<file path="config.mk">
export PLATFORM = sky130hd
export DESIGN_NAME = dmem_arbiter
export DESIGN_NICKNAME = d
export VERILOG_FILES = /design/src/rtl/dmem_arbiter.sv
export SDC_FILE = /design/constraint.sdc
export NUM_CORES = 1
export LEC_CHECK = 0
export CAP_MARGIN = 15
export CORE_MARGIN = 1.5
export CORE_UTILIZATION = 39
export CTS_CLUSTER_SIZE = 12
export DETAILED_ROUTE_END_ITERATION = 16
export PLACE_DENSITY_LB_ADDON = 0.08
export SYNTH_ARGS = -nofsm -noshare
export SYNTH_HDL_FRONTEND = slang
export SYNTH_SLANG_ARGS = --single-unit
</file>
<file path="constraint.sdc">
create_clock -name clk -period 1.6 [get_ports clk]
set_input_delay 0.16 -clock clk [delete_from_list [all_inputs] [get_ports clk]]
set_output_delay 0.16 -clock clk [all_outputs]
set_load 0.02 [all_outputs]
</file>
<file path="src/rtl/dmem_arbiter.sv">
// Two-port req/ack arbiter sharing one single-port data memory.
// Round-robin or fixed priority; one access per two cycles.
module dmem_arbiter #(
  parameter int ADDR_W    = 4,
  parameter int DATA_W    = 19,
  parameter int FIXED_PRI = 0
) (
  input  logic              clk,
  input  logic              reset,
  input  logic              req0,
  input  logic              we0,
  input  logic [ADDR_W-1:0] addr0,
  input  logic [DATA_W-1:0] wdata0,
  output logic              ack0,
  output logic [DATA_W-1:0] rdata0,
  input  logic              req1,
  input  logic              we1,
  input  logic [ADDR_W-1:0] addr1,
  input  logic [DATA_W-1:0] wdata1,
  output logic              ack1,
  output logic [DATA_W-1:0] rdata1,
  output logic              busy,
  output logic [ADDR_W-1:0] mem_addr,
  output logic [DATA_W-1:0] mem_write_data,
  output logic              mem_write,
  output logic              mem_read,
  input  logic [DATA_W-1:0] mem_read_data
);

  typedef enum logic [0:0] {
    IDLE   = 1'b0,
    ACCESS = 1'b1
  } state_e;

  state_e            state_q;
  logic              gnt_q;
  logic              we_q;
  logic              last_grant_q;
  logic              ack0_q;
  logic              ack1_q;
  logic [ADDR_W-1:0] addr_q;
  logic [DATA_W-1:0] wdata_q;
  logic [DATA_W-1:0] rdata0_q;
  logic [DATA_W-1:0] rdata1_q;

  logic              e0_s;
  logic              e1_s;
  logic              any_req_s;
  logic              gnt_d;
  logic              we_d;
  logic [ADDR_W-1:0] addr_d;
  logic [DATA_W-1:0] wdata_d;

  // Winner selection; a port is masked during its own ack cycle.
  always_comb begin
    e0_s      = req0 & ~ack0_q;
    e1_s      = req1 & ~ack1_q;
    any_req_s = e0_s | e1_s;
    gnt_d     = 1'b0;
    if (e0_s && e1_s) begin
      if (FIXED_PRI != 0) begin
        gnt_d = 1'b0;
      end else begin
        gnt_d = ~last_grant_q;
      end
    end else if (e1_s) begin
      gnt_d = 1'b1;
    end else begin
      gnt_d = 1'b0;
    end
    if (gnt_d) begin
      we_d    = we1;
      addr_d  = addr1;
      wdata_d = wdata1;
    end else begin
      we_d    = we0;
      addr_d  = addr0;
      wdata_d = wdata0;
    end
  end

  // Arbiter FSM with registered acks, read data and memory address/data.
  always_ff @(posedge clk) begin
    if (reset) begin
      state_q      <= IDLE;
      gnt_q        <= 1'b0;
      we_q         <= 1'b0;
      last_grant_q <= 1'b1;
      ack0_q       <= 1'b0;
      ack1_q       <= 1'b0;
      addr_q       <= {ADDR_W{1'b0}};
      wdata_q      <= {DATA_W{1'b0}};
      rdata0_q     <= {DATA_W{1'b0}};
      rdata1_q     <= {DATA_W{1'b0}};
    end else begin
      ack0_q <= 1'b0;
      ack1_q <= 1'b0;
      case (state_q)
        IDLE: begin
          if (any_req_s) begin
            gnt_q   <= gnt_d;
            we_q    <= we_d;
            addr_q  <= addr_d;
            wdata_q <= wdata_d;
            state_q <= ACCESS;
          end else begin
            state_q <= IDLE;
          end
        end
        ACCESS: begin
          if (gnt_q) begin
            ack1_q <= 1'b1;
            if (!we_q) begin
              rdata1_q <= mem_read_data;
            end else begin
              rdata1_q <= rdata1_q;
            end
          end else begin
            ack0_q <= 1'b1;
            if (!we_q) begin
              rdata0_q <= mem_read_data;
            end else begin
              rdata0_q <= rdata0_q;
            end
          end
          last_grant_q <= gnt_q;
          state_q      <= IDLE;
        end
        default: begin
          state_q <= IDLE;
        end
      endcase
    end
  end

  // Strobes are gated by reset so an interrupted access never reaches memory.
  assign busy           = (state_q == ACCESS);
  assign mem_write      = busy & we_q & ~reset;
  assign mem_read       = busy & ~we_q & ~reset;
  assign mem_addr       = addr_q;
  assign mem_write_data = wdata_q;
  assign ack0           = ack0_q;
  assign ack1           = ack1_q;
  assign rdata0         = rdata0_q;
  assign rdata1         = rdata1_q;

endmodule

</file>
Yosys cells after proc, flatten, opt, wreduce, memory -nomap -nowiden
Cells that the tools add are included.
{"block": "totals", "out_inout_bits": 66, "inputBits": 71, "regBits": 67}
{"block": "op_classes", "mux": 9, "reduce_logical": 5, "bitwise_logic": 14}
{"cell": "2-to-1 mux 19 bit", "n": 1}
{"cell": "NOT 1 bit", "n": 7}
{"cell": "AND 1 bit", "n": 6}
{"cell": "2-to-1 mux 1 bit", "n": 6}
{"cell": "AND reduction 3 bit", "n": 2}
{"cell": "2-to-1 mux 4 bit", "n": 1}
{"cell": "one-hot mux 1 bit (2 select lines)", "n": 1}
{"cell": "AND reduction 2 bit", "n": 1}
{"cell": "OR reduction 2 bit", "n": 1}
{"cell": "logical AND 1 bit", "n": 1}
{"cell": "OR 1 bit", "n": 1}

Logic depth before layout (Yosys ltp)
{"block": "depth", "depth_word": 5, "depth_mapped": 6, "ltp_nobuf": 4}

Worst setup path after synthesis
OpenSTA, ideal clock, no wires.
{"block": "synth_timing", "path_kind": "register -> register", "from": "register state_q, in the netlist busy", "to": "register rdata0_q[3], in the netlist rdata0[3]", "setup_time_ps": 132, "path_buffers": 2, "stages_incl_launch_ff": 7, "t_arrival_ps": 1352, "required_ps": 1468, "setup_slack_ps": 115, "cell_sequence": "dfxtp_1 inv_2 or3_1 buf_2 buf_6 nand2_1 a21oi_1"}
{"block": "synth_via", "elab_chain_cells": 1}
{"element": "start, declared", "line": "35", "rtl": "state_e state_q;"}
{"element": "start signal, assigned", "line": "85", "rtl": "state_q <= IDLE;"}
{"element": "start signal, assigned", "line": "105", "rtl": "state_q <= ACCESS;"}
{"element": "start signal, assigned", "line": "107", "rtl": "state_q <= IDLE;"}
{"element": "AND reduction 3 bit (no source line)"}
{"element": "end signal, assigned", "line": "93", "rtl": "rdata0_q <= {DATA_W{1'b0}};"}
{"element": "end signal, assigned", "line": "121", "rtl": "rdata0_q <= mem_read_data;"}
{"element": "end signal, assigned", "line": "123", "rtl": "rdata0_q <= rdata0_q;"}
{"element": "end, declared", "line": "43", "rtl": "logic [DATA_W-1:0] rdata0_q;"}
No other way between the ends.
A chain may end at the register's enable or synchronous reset.

Worst setup path after layout
{"block": "layout_timing", "from": "register state_q, in the netlist busy", "to": "output port busy"}
{"element": "end, declared", "line": "22", "rtl": "output logic busy,"}
No word-level cell between the ends.

==> results.json <==
{
  "status": "finished clean",
  "critical_path_buf_inv_count": 1,
  "core_um2": 6350,
  "antenna_left": 0,
  "die_area_um2": 7029,
  "crit_required_ns": 1.44,
  "synth_ff_type": "dfxtp_1",
  "slew_violations": 0,
  "syn_inst": 323,
  "initial_utilization_pct": 40.14,
  "slowest_delay_ns": 0.65,
  "p_per_area_nw_per_um2": 1049,
  "numClockSinks": 67,
  "crit_family": "buffers and inverters",
  "rows": 29,
  "maxCapViolations": 0,
  "worstSetupStartpoint": "busy",
  "vias": 2591,
  "stdcell_count": 539,
  "crit_path_end_kind": "output port",
  "gr-total-overflow": 0,
  "synth_nets": 394,
  "rsz0062_at_grt": "no",
  "n_fill_cell": 536,
  "hold_violations": 0,
  "wl_per_cell_um": 12.73,
  "path_cells": "clkdlybuf4s50_1",
  "power.total_uw": 4488,
  "clk_path_buf_depth": 2,
  "num_antenna_cells": 0,
  "clkTransAtPathRegs_ns": 0.07,
  "timing.final.crit_share_pct": 95.42,
  "first_pass_iters": 4,
  "ys_warn_count": 0,
  "cts_hold_buf": 0,
  "hold_start": "reset",
  "tightest_slew_ns": 0.6756,
  "async_flop_share_pct": 0,
  "die_w_um": 83.84,
  "viasPerCell": 4.807,
  "max_freq_mhz": 655.0,
  "layout_setup_ws_ns": 0.07329,
  "synth_seq_cells": 67,
  "htreeDepth": 3,
  "grt_max_degree": 67,
  "cts_tree": "yes",
  "hold_path_class": "input port to register",
  "synth_top_cell_by_area": "dfxtp_1",
  "setup_violations": 0,
  "nets": 528,
  "synth_cell_types": 19,
  "reg2reg_from": "ack1",
  "postCtsSetupBuffers": 0,
  "numCtsBuffers": 9,
  "drc_errors": 0,
  "portBuffers": 136,
  "cts_resized": 2,
  "maxSlewHeadroom_pct": 54.96,
  "seq_area_frac_synth_pct": 52.63,
  "synth_area_leaders": "dfxtp_1, nand2_1, a311oi_1, a21oi_1, nor2_1",
  "synth-edff-count": 0,
  "crit_slowest_cell": "clkdlybuf4s50_1",
  "io_pins": 137,
  "clock-root-buffer": "clkbuf_8",
  "die_height_um": 83.84,
  "grt_use_total_pct": 19.98,
  "grt_pass1_vias": 2552,
  "netlist.area_leader.share_pct": 52.63,
  "fin_crit_ns": 1.527,
  "wirelength_mm": 6.864,
  "cp-start-kind": "register",
  "path_class": "register to output port",
  "antenna_found_initial": 0,
  "final_cell_mix": "clkdlybuf4s50_1, nand2_1, dfxtp_1, a21oi_1, nor2_1",
  "syn_to_final_growth_pct": 67.89,
  "worstSkewPairLatency_ns": 0.34,
  "worstPathMaxFanout": 4,
  "peakVddDrop_uv": 752.6,
  "drt_iter0_markers": 64,
  "grt_pass1_wl_mm": 11.30,
  "placed_cells": 523,
  "final_common_cell": "clkdlybuf4s50_1",
  "dpl.hpwl_mm": 4.579,
  "finClkSkew_ns": 0.009033,
  "p_leak_uw": 0.001595,
  "syn_area_um2": 2549,
  "synth.avg_cell_area_um2": 7.891,
  "finalHoldWorstSlack_ns": 0.1377,
  "gp_congestion": 0.7052,
  "drive_gt1_share_pct": 7.143,
  "worst_ep_arrival_time_ns": 1.37,
  "dp_slack_ns": -0.02106
}
## flip-flops by register name, indices dropped and copies added, names as in the netlist
signal,cells
rdata0,19
rdata1,19
busy,1
mem_write_data,19
gnt_q,1
mem_addr,4
last_grant_q,1
we_q,1
ack1,1
ack0,1
## final cells by class
cell class,count,area [µm²],share of cell area [%]
multi-input cells,231,1105,25.82
inverters,2,7.507,0.1754
well taps,77,96.34,2.251
clock buffers,10,137.6,3.216
flip-flops and latches,67,1341,31.35
repair buffers,146,1479,34.56
clock inverters,6,112.6,2.632
## where the power goes
part / total, µW / switching, µW / internal [µW]
clock network: 1730 / 646 / 1080
logic: 918 / 442 / 475
registers: 1840 / 62.5 / 1780
## kinds of logic (layout without fill, tap and decap cells)
logic type / Yosys count / count (layout) / share of synthesized area, %
simple gates: 166 / 166 / 26.31
compound gates: 64 / 64 / 16.10
flops: 67 / 67 / 52.63
buf+inv: 25 / 164 / 4.565
mux: 1 / 1 / 0.3928
## cells in the mapped netlist, types with 2 or more instances
master    number
nand2_1      126
dfxtp_1       67
a21oi_1       40
nor2_1        29
a311oi_1      24
buf_2         12
clkbuf_1       9
nand2b_1       4
nor2b_1        2
## tightest hold or removal path, delay by kind of cell
kind,cells,cell delay [ns]
buffers and inverters,1,0.09
AND/OR/NAND/NOR,2,0.17
## path summary, 6_finish.rpt
check | slack, ns | end | depth (start not counted)
setup / recovery | 0.07 | busy | 1
hold / removal | 0.14 | ack0 | 3
setup reg to reg | 0.19 | mem_write_data[12] | 5
hold reg to reg | 0.46 | rdata0[13] | 2
## through the flow
step,utilization [%],TNS (ns),cell area [µm²]
finish,67.39,0,4279
global route,67.39,0,4279
CTS,67.39,0,4279
detailed placement,63.49,-0.07197,4031
global placement,63.49,0,4031
floorplan,-,0,2549
## metal layers
metal  GRT usage [%]  share of wire, %
met5               0                 0
met4           8.048               1.6
met3           7.616               8.7
met2           33.80                47
met1           22.65                42
Power figures use the tool's default switching activity.
